`src/rtl/y86_pkg.sv`:
```
// Shared Y86-64 encodings: icodes, one-hot status codes, the "no register" ID
// and the pipeline controller state type.
package y86_pkg;

  localparam logic [3:0] I_HALT  = 4'h0;
  localparam logic [3:0] I_NOP   = 4'h1;
  localparam logic [3:0] I_CMOV  = 4'h2;
  localparam logic [3:0] I_IRMOV = 4'h3;
  localparam logic [3:0] I_RMMOV = 4'h4;
  localparam logic [3:0] I_MRMOV = 4'h5;
  localparam logic [3:0] I_OPQ   = 4'h6;
  localparam logic [3:0] I_JXX   = 4'h7;
  localparam logic [3:0] I_CALL  = 4'h8;
  localparam logic [3:0] I_RET   = 4'h9;
  localparam logic [3:0] I_PUSH  = 4'hA;
  localparam logic [3:0] I_POP   = 4'hB;

  localparam logic [3:0] S_AOK = 4'b1000;
  localparam logic [3:0] S_ADR = 4'b0100;
  localparam logic [3:0] S_INS = 4'b0010;
  localparam logic [3:0] S_HLT = 4'b0001;

  localparam logic [3:0] RNONE = 4'hF;

  typedef enum logic [1:0] {
    IDLE   = 2'd0,
    RUN    = 2'd1,
    HALTED = 2'd2
  } ctrl_state_t;

endpackage

```
`src/rtl/pipe_hazard_ctrl_if.sv`:
```
// Pipeline-to-controller bundle: stage fields in, stall/bubble strobes,
// status and performance counters out.
interface pipe_hazard_ctrl_if #(
  parameter int CNT_W = 32
);
  logic             start;
  logic [3:0]       D_icode;
  logic [3:0]       d_srcA;
  logic [3:0]       d_srcB;
  logic [3:0]       E_icode;
  logic [3:0]       E_dstM;
  logic             e_Cnd;
  logic [3:0]       M_icode;
  logic [3:0]       m_Stat;
  logic [3:0]       W_Stat;
  logic [3:0]       W_icode;

  logic             F_stall;
  logic             D_stall;
  logic             W_stall;
  logic             D_bubble;
  logic             E_bubble;
  logic             M_bubble;
  logic             set_cc;
  logic [3:0]       proc_stat;
  logic             running;
  logic [CNT_W-1:0] cyc_cnt;
  logic [CNT_W-1:0] ret_cnt;
  logic [CNT_W-1:0] stall_cnt;
  logic [CNT_W-1:0] misp_cnt;

  modport master (
    output start, D_icode, d_srcA, d_srcB, E_icode, E_dstM, e_Cnd,
           M_icode, m_Stat, W_Stat, W_icode,
    input  F_stall, D_stall, W_stall, D_bubble, E_bubble, M_bubble,
           set_cc, proc_stat, running, cyc_cnt, ret_cnt, stall_cnt, misp_cnt
  );

  modport slave (
    input  start, D_icode, d_srcA, d_srcB, E_icode, E_dstM, e_Cnd,
           M_icode, m_Stat, W_Stat, W_icode,
    output F_stall, D_stall, W_stall, D_bubble, E_bubble, M_bubble,
           set_cc, proc_stat, running, cyc_cnt, ret_cnt, stall_cnt, misp_cnt
  );
endinterface

```
`src/rtl/pipe_hazard_ctrl_sat_counter.sv`:
```
// Up-counter that sticks at all-ones instead of wrapping.
module sat_counter #(
  parameter int W = 32
) (
  input  logic         clk,
  input  logic         rst_n,
  input  logic         inc,
  output logic [W-1:0] q
);

  // NOTE: sequential state uses non-blocking assignments so every flop
  // samples pre-edge values regardless of block evaluation order.
  always_ff @(posedge clk or negedge rst_n) begin
    if (!rst_n) begin
      q <= '0;
    end else if (inc && (q != '1)) begin
      q <= q + W'(1);
    end
  end

endmodule

```
`src/rtl/pipe_hazard_ctrl.sv`:
```
// Y86-64 five-stage pipeline control: hazard stall/bubble strobes, CC enable,
// run/halt FSM. Define PERF_CNT_EN to build the saturating performance counters.
module pipe_hazard_ctrl
  import y86_pkg::*;
#(
  parameter int CNT_W = 32
) (
  input  logic             clk,
  input  logic             rst_n,
  pipe_hazard_ctrl_if.slave bus
);

  ctrl_state_t r_state;
  logic [3:0]  r_proc_stat;

  logic w_run;
  logic w_lu;
  logic w_rt;
  logic w_mp;
  logic w_w_exc;
  logic w_exc;

  logic w_f_stall, w_d_stall, w_w_stall;
  logic w_d_bubble, w_e_bubble, w_m_bubble;
  logic w_set_cc;

  assign w_run   = (r_state == RUN);
  assign w_lu    = ((bus.E_icode == I_MRMOV) || (bus.E_icode == I_POP)) &&
                   (bus.E_dstM != RNONE) &&
                   ((bus.E_dstM == bus.d_srcA) || (bus.E_dstM == bus.d_srcB));
  assign w_rt    = (bus.D_icode == I_RET) || (bus.E_icode == I_RET) ||
                   (bus.M_icode == I_RET);
  assign w_mp    = (bus.E_icode == I_JXX) && !bus.e_Cnd;
  assign w_w_exc = (bus.W_Stat != S_AOK);
  assign w_exc   = (bus.m_Stat != S_AOK) || w_w_exc;

  // NOTE: every output gets its frozen-pipeline value first, so no path
  // through this block leaves a signal unassigned and no latch is inferred.
  always_comb begin
    w_f_stall  = 1'b1;
    w_d_stall  = 1'b1;
    w_w_stall  = 1'b1;
    w_d_bubble = 1'b0;
    w_e_bubble = 1'b1;
    w_m_bubble = 1'b1;
    w_set_cc   = 1'b0;
    if (w_run) begin
      w_f_stall  = w_lu | w_rt;
      w_d_stall  = w_lu;
      w_w_stall  = w_w_exc;
      // A load/use stall in D outranks a RET bubble so D is never stalled and bubbled together.
      w_d_bubble = w_mp | (w_rt & ~w_lu);
      w_e_bubble = w_mp | w_lu;
      w_m_bubble = w_exc;
      w_set_cc   = (bus.E_icode == I_OPQ) & ~w_exc;
    end
  end

  always_ff @(posedge clk or negedge rst_n) begin
    if (!rst_n) begin
      r_state     <= IDLE;
      r_proc_stat <= S_AOK;
    end else begin
      case (r_state)
        IDLE: begin
          if (bus.start) r_state <= RUN;
        end
        RUN: begin
          if (w_w_exc) begin
            r_state     <= HALTED;
            r_proc_stat <= bus.W_Stat;
          end
        end
        HALTED:  r_state <= HALTED;
        default: r_state <= IDLE;
      endcase
    end
  end

  assign bus.F_stall   = w_f_stall;
  assign bus.D_stall   = w_d_stall;
  assign bus.W_stall   = w_w_stall;
  assign bus.D_bubble  = w_d_bubble;
  assign bus.E_bubble  = w_e_bubble;
  assign bus.M_bubble  = w_m_bubble;
  assign bus.set_cc    = w_set_cc;
  assign bus.proc_stat = r_proc_stat;
  assign bus.running   = w_run;

  // Bubbles enter W as NOPs, so W_icode != NOP with AOK status is a real retirement.
  logic w_ret_inc;
  assign w_ret_inc = w_run && (bus.W_icode != I_NOP) && (bus.W_Stat == S_AOK);

`ifdef PERF_CNT_EN
  logic [CNT_W-1:0] w_cyc_cnt, w_ret_cnt, w_stall_cnt, w_misp_cnt;

  sat_counter #(.W(CNT_W)) u_cyc_cnt (
    .clk(clk), .rst_n(rst_n), .inc(w_run), .q(w_cyc_cnt)
  );
  sat_counter #(.W(CNT_W)) u_ret_cnt (
    .clk(clk), .rst_n(rst_n), .inc(w_ret_inc), .q(w_ret_cnt)
  );
  sat_counter #(.W(CNT_W)) u_stall_cnt (
    .clk(clk), .rst_n(rst_n), .inc(w_run & w_f_stall), .q(w_stall_cnt)
  );
  sat_counter #(.W(CNT_W)) u_misp_cnt (
    .clk(clk), .rst_n(rst_n), .inc(w_run & w_mp), .q(w_misp_cnt)
  );

  assign bus.cyc_cnt   = w_cyc_cnt;
  assign bus.ret_cnt   = w_ret_cnt;
  assign bus.stall_cnt = w_stall_cnt;
  assign bus.misp_cnt  = w_misp_cnt;
`else
  logic w_unused_perf;
  assign w_unused_perf = w_ret_inc;

  assign bus.cyc_cnt   = '0;
  assign bus.ret_cnt   = '0;
  assign bus.stall_cnt = '0;
  assign bus.misp_cnt  = '0;
`endif

endmodule

```
`src/flat_wrapper.sv`:
```
// flat-port wrapper written by rule: the top's interface ports become plain ports
module pipe_hazard_ctrl_flat import y86_pkg::*;
#(
  parameter int CNT_W = 32
)
  (clk, rst_n, bus_start, bus_D_icode, bus_d_srcA, bus_d_srcB, bus_E_icode, bus_E_dstM, bus_e_Cnd, bus_M_icode, bus_m_Stat, bus_W_Stat, bus_W_icode, bus_F_stall, bus_D_stall, bus_W_stall, bus_D_bubble, bus_E_bubble, bus_M_bubble, bus_set_cc, bus_proc_stat, bus_running, bus_cyc_cnt, bus_ret_cnt, bus_stall_cnt, bus_misp_cnt);
  pipe_hazard_ctrl_if #(.CNT_W(CNT_W)) bus_i ();
  input  logic clk;
  input  logic rst_n;
  input wire logic [$bits(bus_i.start)-1:0] bus_start;
  input wire logic [$bits(bus_i.D_icode)-1:0] bus_D_icode;
  input wire logic [$bits(bus_i.d_srcA)-1:0] bus_d_srcA;
  input wire logic [$bits(bus_i.d_srcB)-1:0] bus_d_srcB;
  input wire logic [$bits(bus_i.E_icode)-1:0] bus_E_icode;
  input wire logic [$bits(bus_i.E_dstM)-1:0] bus_E_dstM;
  input wire logic [$bits(bus_i.e_Cnd)-1:0] bus_e_Cnd;
  input wire logic [$bits(bus_i.M_icode)-1:0] bus_M_icode;
  input wire logic [$bits(bus_i.m_Stat)-1:0] bus_m_Stat;
  input wire logic [$bits(bus_i.W_Stat)-1:0] bus_W_Stat;
  input wire logic [$bits(bus_i.W_icode)-1:0] bus_W_icode;
  output wire logic [$bits(bus_i.F_stall)-1:0] bus_F_stall;
  output wire logic [$bits(bus_i.D_stall)-1:0] bus_D_stall;
  output wire logic [$bits(bus_i.W_stall)-1:0] bus_W_stall;
  output wire logic [$bits(bus_i.D_bubble)-1:0] bus_D_bubble;
  output wire logic [$bits(bus_i.E_bubble)-1:0] bus_E_bubble;
  output wire logic [$bits(bus_i.M_bubble)-1:0] bus_M_bubble;
  output wire logic [$bits(bus_i.set_cc)-1:0] bus_set_cc;
  output wire logic [$bits(bus_i.proc_stat)-1:0] bus_proc_stat;
  output wire logic [$bits(bus_i.running)-1:0] bus_running;
  output wire logic [$bits(bus_i.cyc_cnt)-1:0] bus_cyc_cnt;
  output wire logic [$bits(bus_i.ret_cnt)-1:0] bus_ret_cnt;
  output wire logic [$bits(bus_i.stall_cnt)-1:0] bus_stall_cnt;
  output wire logic [$bits(bus_i.misp_cnt)-1:0] bus_misp_cnt;
  assign bus_i.start = bus_start;
  assign bus_i.D_icode = bus_D_icode;
  assign bus_i.d_srcA = bus_d_srcA;
  assign bus_i.d_srcB = bus_d_srcB;
  assign bus_i.E_icode = bus_E_icode;
  assign bus_i.E_dstM = bus_E_dstM;
  assign bus_i.e_Cnd = bus_e_Cnd;
  assign bus_i.M_icode = bus_M_icode;
  assign bus_i.m_Stat = bus_m_Stat;
  assign bus_i.W_Stat = bus_W_Stat;
  assign bus_i.W_icode = bus_W_icode;
  assign bus_F_stall = bus_i.F_stall;
  assign bus_D_stall = bus_i.D_stall;
  assign bus_W_stall = bus_i.W_stall;
  assign bus_D_bubble = bus_i.D_bubble;
  assign bus_E_bubble = bus_i.E_bubble;
  assign bus_M_bubble = bus_i.M_bubble;
  assign bus_set_cc = bus_i.set_cc;
  assign bus_proc_stat = bus_i.proc_stat;
  assign bus_running = bus_i.running;
  assign bus_cyc_cnt = bus_i.cyc_cnt;
  assign bus_ret_cnt = bus_i.ret_cnt;
  assign bus_stall_cnt = bus_i.stall_cnt;
  assign bus_misp_cnt = bus_i.misp_cnt;
  pipe_hazard_ctrl #(.CNT_W(CNT_W)) u_core (.clk(clk), .rst_n(rst_n), .bus(bus_i));
endmodule
```
`config.mk`:
```
export PLATFORM = sky130hd
export DESIGN_NAME = pipe_hazard_ctrl_flat
export DESIGN_NICKNAME = d
export VERILOG_FILES = /design/src/rtl/y86_pkg.sv /design/src/rtl/pipe_hazard_ctrl_if.sv /design/src/rtl/pipe_hazard_ctrl_sat_counter.sv /design/src/rtl/pipe_hazard_ctrl.sv /design/src/flat_wrapper.sv
export SDC_FILE = /design/constraint.sdc
export NUM_CORES = 1
export LEC_CHECK = 0
export BUFFER_PORTS_ARGS = -buffer_cell sky130_fd_sc_hd__buf_2
export CAP_MARGIN = 10
export CORE_MARGIN = 4
export CORE_UTILIZATION = 34
export CTS_CLUSTER_SIZE = 14
export DETAILED_ROUTE_END_ITERATION = 10
export HOLD_SLACK_MARGIN = 0.02
export PLACE_DENSITY = 0.83
export SLEW_MARGIN = 0
export SYNTH_ARGS = -nofsm -noshare
export SYNTH_HDL_FRONTEND = slang
export SYNTH_SLANG_ARGS = --single-unit
```
`constraint.sdc`:
```
create_clock -name clk -period 2 [get_ports clk]
set_input_delay 0.4 -clock clk [delete_from_list [all_inputs] [get_ports clk]]
set_output_delay 0.4 -clock clk [all_outputs]
set_load 0.005 [all_outputs]
```
## Yosys cells after proc, flatten, opt, wreduce, memory -nomap -nowiden

Index checks and enable logic that the tools add are counted.

- Register bits: 6
- Output and inout bits: 140
- Logic and storage cells: 47

- Eq/ne operators: 16
- Mux-type cells: 10
- Bitwise gates (word level): 7
- Reductions and logical operators: 12

Operators with widths:

| kind | number |
|---|---|
| $eq 4x4->1 const B | 4 |
| $eq 4x3->1 const B | 3 |
| $ne 4x4->1 const B | 3 |
| $eq 4x4->1 | 2 |
| $mux 1 | 7 |
| $pmux 2 s3 | 1 |
| $logic_or 1x1->1 | 5 |
| $mux 2 | 2 |
| $reduce_and 2->1 | 2 |
| $logic_and 1x1->1 | 3 |
| $or 1x1->1 | 3 |
| $and 1x1->1 | 2 |
| $eq 2x1->1 const B | 1 |
| $eq 2x2->1 const B | 1 |
| $logic_not 2->1 | 1 |
| $ne 2x1->1 const B | 1 |
| $ne 2x2->1 const B | 1 |
| $not 1->1 | 2 |
| $logic_not 1->1 | 1 |

## Depth between registers and ports, before layout

- Depth after elaboration: 8
- Depth in mapped cells: 5

## Worst setup path after synthesis

Ideal clock, no wire load.

- Path type: flip-flop to output port
- From: register u_core.r_state[1]
- To: output port bus_set_cc
- Data arrival time: 1.495 ns
- Data required time: 1.600 ns
- Path slack: 0.105 ns
- Cell stages (with the launch flop): 6
- Path buffers: 0
- Cells stage by stage: dfrtp_1 inv_1 ha_1 nand4b_4 or4_4 nor3_2

- Longest elaborated chain between the ends: 2

RTL lines:

| what | RTL line | RTL |
|---|---|---|
| from (decl) | pipe_hazard_ctrl.sv:13 | `ctrl_state_t r_state;` |
| from (signal assigned) | pipe_hazard_ctrl.sv:61 | `r_state <= IDLE;` |
| from (signal assigned) | pipe_hazard_ctrl.sv:66 | `if (bus.start) r_state <= RUN;` |
| from (signal assigned) | pipe_hazard_ctrl.sv:70 | `r_state <= HALTED;` |
| $eq 2x1->1 | pipe_hazard_ctrl.sv:27 | `assign w_run = (r_state == RUN);` |
| via bus_running | flat_wrapper.sv:29 | `output wire logic [$bits(bus_i.running)-1:0] bus_running;` |
| $mux 1 | pipe_hazard_ctrl.sv:47 | `if (w_run) begin` |
| to (decl) | flat_wrapper.sv:27 | `output wire logic [$bits(bus_i.set_cc)-1:0] bus_set_cc;` |

The timed path passes the listed nets, and every way through them passes these cells.

## Worst setup path in the final report

- From: register u_core.r_state[1]
- To: output port bus_set_cc

- Longest elaborated chain between the ends: 2

RTL lines:

| what | RTL line |
|---|---|
| $eq 2x1->1 | pipe_hazard_ctrl.sv:27 |
| $mux 1 | pipe_hazard_ctrl.sv:47 |

Every way passes these cells.

==> metrics <==
final clock skew 1.98 ps; share of layout cells above drive strength 1 27.5%; reg2reg path depth 6; mux cell area share after synthesis 0.747%; Die Y 74.6 um; crit path buf inv count 2; Clock Sinks 6; H-tree depth 1; reg2reg start u_core.r_state[1]$_DFFE_PN0P_; CORE AREA 0.00414 mm2; Cells on Worst Hold Path 3; sequential share of the synthesized area 10.0%; commonest non-fill, non-tap cell in the layout conb_1; post-synth cell types 29; P per Cell Area 614 mW/mm2; Simple-Gate Fraction of Synth Area 12.6%; die extent in x 74.6 um; Post-DRT Antenna Nets 0; Worst-Skew Late Latency 230 ps; Final min period 2150 ps; main combinational cell family by area after synthesis buffers and inverters; Worst EP arrival 1750 ps; diodes inserted 0; row cnt 23; critical path endpoint category output pin; WP data required 1600 ps; gr usage total 7.76%; XOR/XNOR share of the synthesized area 4.65%; initial drt markers 15; Setup Crit Path Kind register to output pin; via count 975; final critical-path share of the clock period 108%; io pins 180; initial antenna violation count 0; HP Start bus_W_Stat[3]; crit start category register; setup repair after global routing missed its margin yes; WHS Endpoint u_core.bus.proc_stat[3]$_DFFE_PN1P_; first-pass GRT wire length 3220 um; maximum clock path buffer count 2; final setup fails 2; syn_area_per_cell 8.02 um2; CTS tree yes; critical-path cell list inv_2 > ha_4 > nand4b_4 > or4_4 > nor3_2 > buf_2; leakage 0.000900 uW; Max Transition Viols Final 0; vias in the first global route 732; fill cell count 461; violated checks setup timing; Final Hold Viols 0; compound-gate portion of the synthesized area 5.06%; clk slew on worst S/H paths 40 ps; DRC 0; CP delay by family, top simple AND/OR/NAND/NOR gates; Max Cap Viol 0; die area 0.00556 mm2; #FFs+latches synth 6; CP max stage delay 520 ps; DR WL/cell 9.76 um; Placement Cell Area 0.00135 mm2; routed wire length 2870 um; fmax 465 MHz; first-pass iteration count of the detailed router 2; CTS Root Buffer Type clkbuf_8; Vias/cell 3.32; CP max FO 2; outcome finished, violations left; GRT overflow 0; initial core utilization 36.4%; adder-cell area share of the yosys netlist 1.66%; area added between synthesis and finish -4.15%; Util after Layout 34.9%; cell area after synthesis 0.00151 mm2; largest net degree at the start of global routing 14; most frequent cells in the layout 128 x conb_1, 45 x buf_2, 8 x xor2_1; CTS buffer count 3; setup slack, reg-to-reg 610 ps; IO buf count 47; R2R Path End u_core.r_state[1]$_DFFE_PN0P_; CP max stage cell or4_4; placed wire-length estimate 2660 um; Synth Warn # 0; Mapped Cells 188; Max VDD drop 415 uV; final worst slack -152 ps; cell area after layout 0.00145 mm2; nets@finish 287; RD Place Congestion 0.733; HP Class input pin to register
[routing by layer]
layer | wire length [um] | part of all wire (%) | GRT usage, % | vias up
li1 | - | - | - | 459
met1 | 742 | 26 | 7.74 | 426
met2 | 1620 | 56 | 15.0 | 86
met3 | 464 | 16 | 0.946 | 4
met4 | 42 | 1.5 | 4.74 | 0
met5 | 0 | 0 | 0 | -
[layout make-up]
cell class	count	area, um2	area share [%]
sequential	6	151	10.5
tap	50	62.6	4.33
clock buffer	4	45.0	3.12
inverter	4	15.0	1.04
multi-input combinational	176	872	60.3
timing repair buffer	54	299	20.7
[cells in the mapped netlist]
cell       instances  area (um2)
a21oi_1            4        20.0
a22o_1             2        17.5
a22o_2             1        10.0
and3_1             1        6.26
buf_4            128         961
clkbuf_1           1        3.75
conb_1             1        3.75
dfrtp_1            5         125
dfstp_2            1        26.3
ha_1               2        25.0
inv_1              4        15.0
mux2_2             1        11.3
nand2_1            3        11.3
nand2b_1           4        25.0
nand3_1            1        5.00
nand3b_1           3        22.5
nand4_1            1        6.26
nand4b_4           1        23.8
nor2_2             1        6.26
nor3_1             1        5.00
nor3_2             1        10.0
nor3b_1            1        7.51
nor4_1             2        12.5
nor4bb_1           3        30.0
o2111ai_1          1        8.76
o21ai_0            4        20.0
or3_2              1        7.51
or4_4              1        11.3
xor2_1             8        70.1
[metrics by stage]
step / setup TNS (ps) / instances / hold slack, ps / setup WS [ps] / total power [uW]
2_1_floorplan: 0 / 315 / 104 / 105 / 649
3_3_place_gp: -28.0 / 287 / 228 / -28.0 / 624
3_5_place_dp: -81.9 / 287 / 230 / -81.9 / 644
4_1_cts: -294 / 294 / 422 / -181 / 887
5_1_grt: -385 / 294 / 431 / -227 / 969
6_report: -253 / 294 / 420 / -152 / 887
[worst register-to-register path: stages, from the launching register on]
cell,delay [ps]
dfrtp_1,370
inv_2,80
ha_4,150
nand4b_4,100
buf_4,150
o21ai_0,80
mux2_2,350
[worst max-delay path by stage]
stage | start | endpoint | slack, ps | depth (start not counted)
2_1_floorplan | u_core.r_state[1]$_DFFE_PN0P_ | bus_set_cc | 100 | 5
3_3_place_gp | bus_W_Stat[1] | bus_set_cc | -30 | 6
3_5_place_dp | bus_W_Stat[1] | bus_set_cc | -80 | 6
4_1_cts | u_core.r_state[1]$_DFFE_PN0P_ | bus_set_cc | -180 | 6
5_1_grt | u_core.r_state[1]$_DFFE_PN0P_ | bus_set_cc | -230 | 6
6_report | u_core.r_state[1]$_DFFE_PN0P_ | bus_set_cc | -150 | 6
[state kept, by name, summed over array words and instances (netlist names)]
name and flops:
u_core.bus.proc_stat 4, u_core.r_state 2
[logic make-up (layout without fill, tap and decap cells)]
group | after synthesis | after routing
simple gates | 25 | 25
mux | 1 | 1
xor+xnor | 8 | 8
flops | 6 | 6
buf+inv | 133 | 62
compound gates | 12 | 12
fa+ha+maj | 2 | 2
other cells | 1 | 128
[power by group]
group	switching (uW)	internal, uW
clock	64.0	138
sequential	43.5	192
combinational	240	209
total	348	539
[repair_timing]
item                                   in CTS  in global routing
setup endpoints to repair                   2                  3
hold buffers                                1                  0
resized for setup                           4                  2
pin swaps                                   0                  4
endpoints found under the hold margin       5                  0
buffers inserted                            2                  0
(Power assumes the default switching activity.)
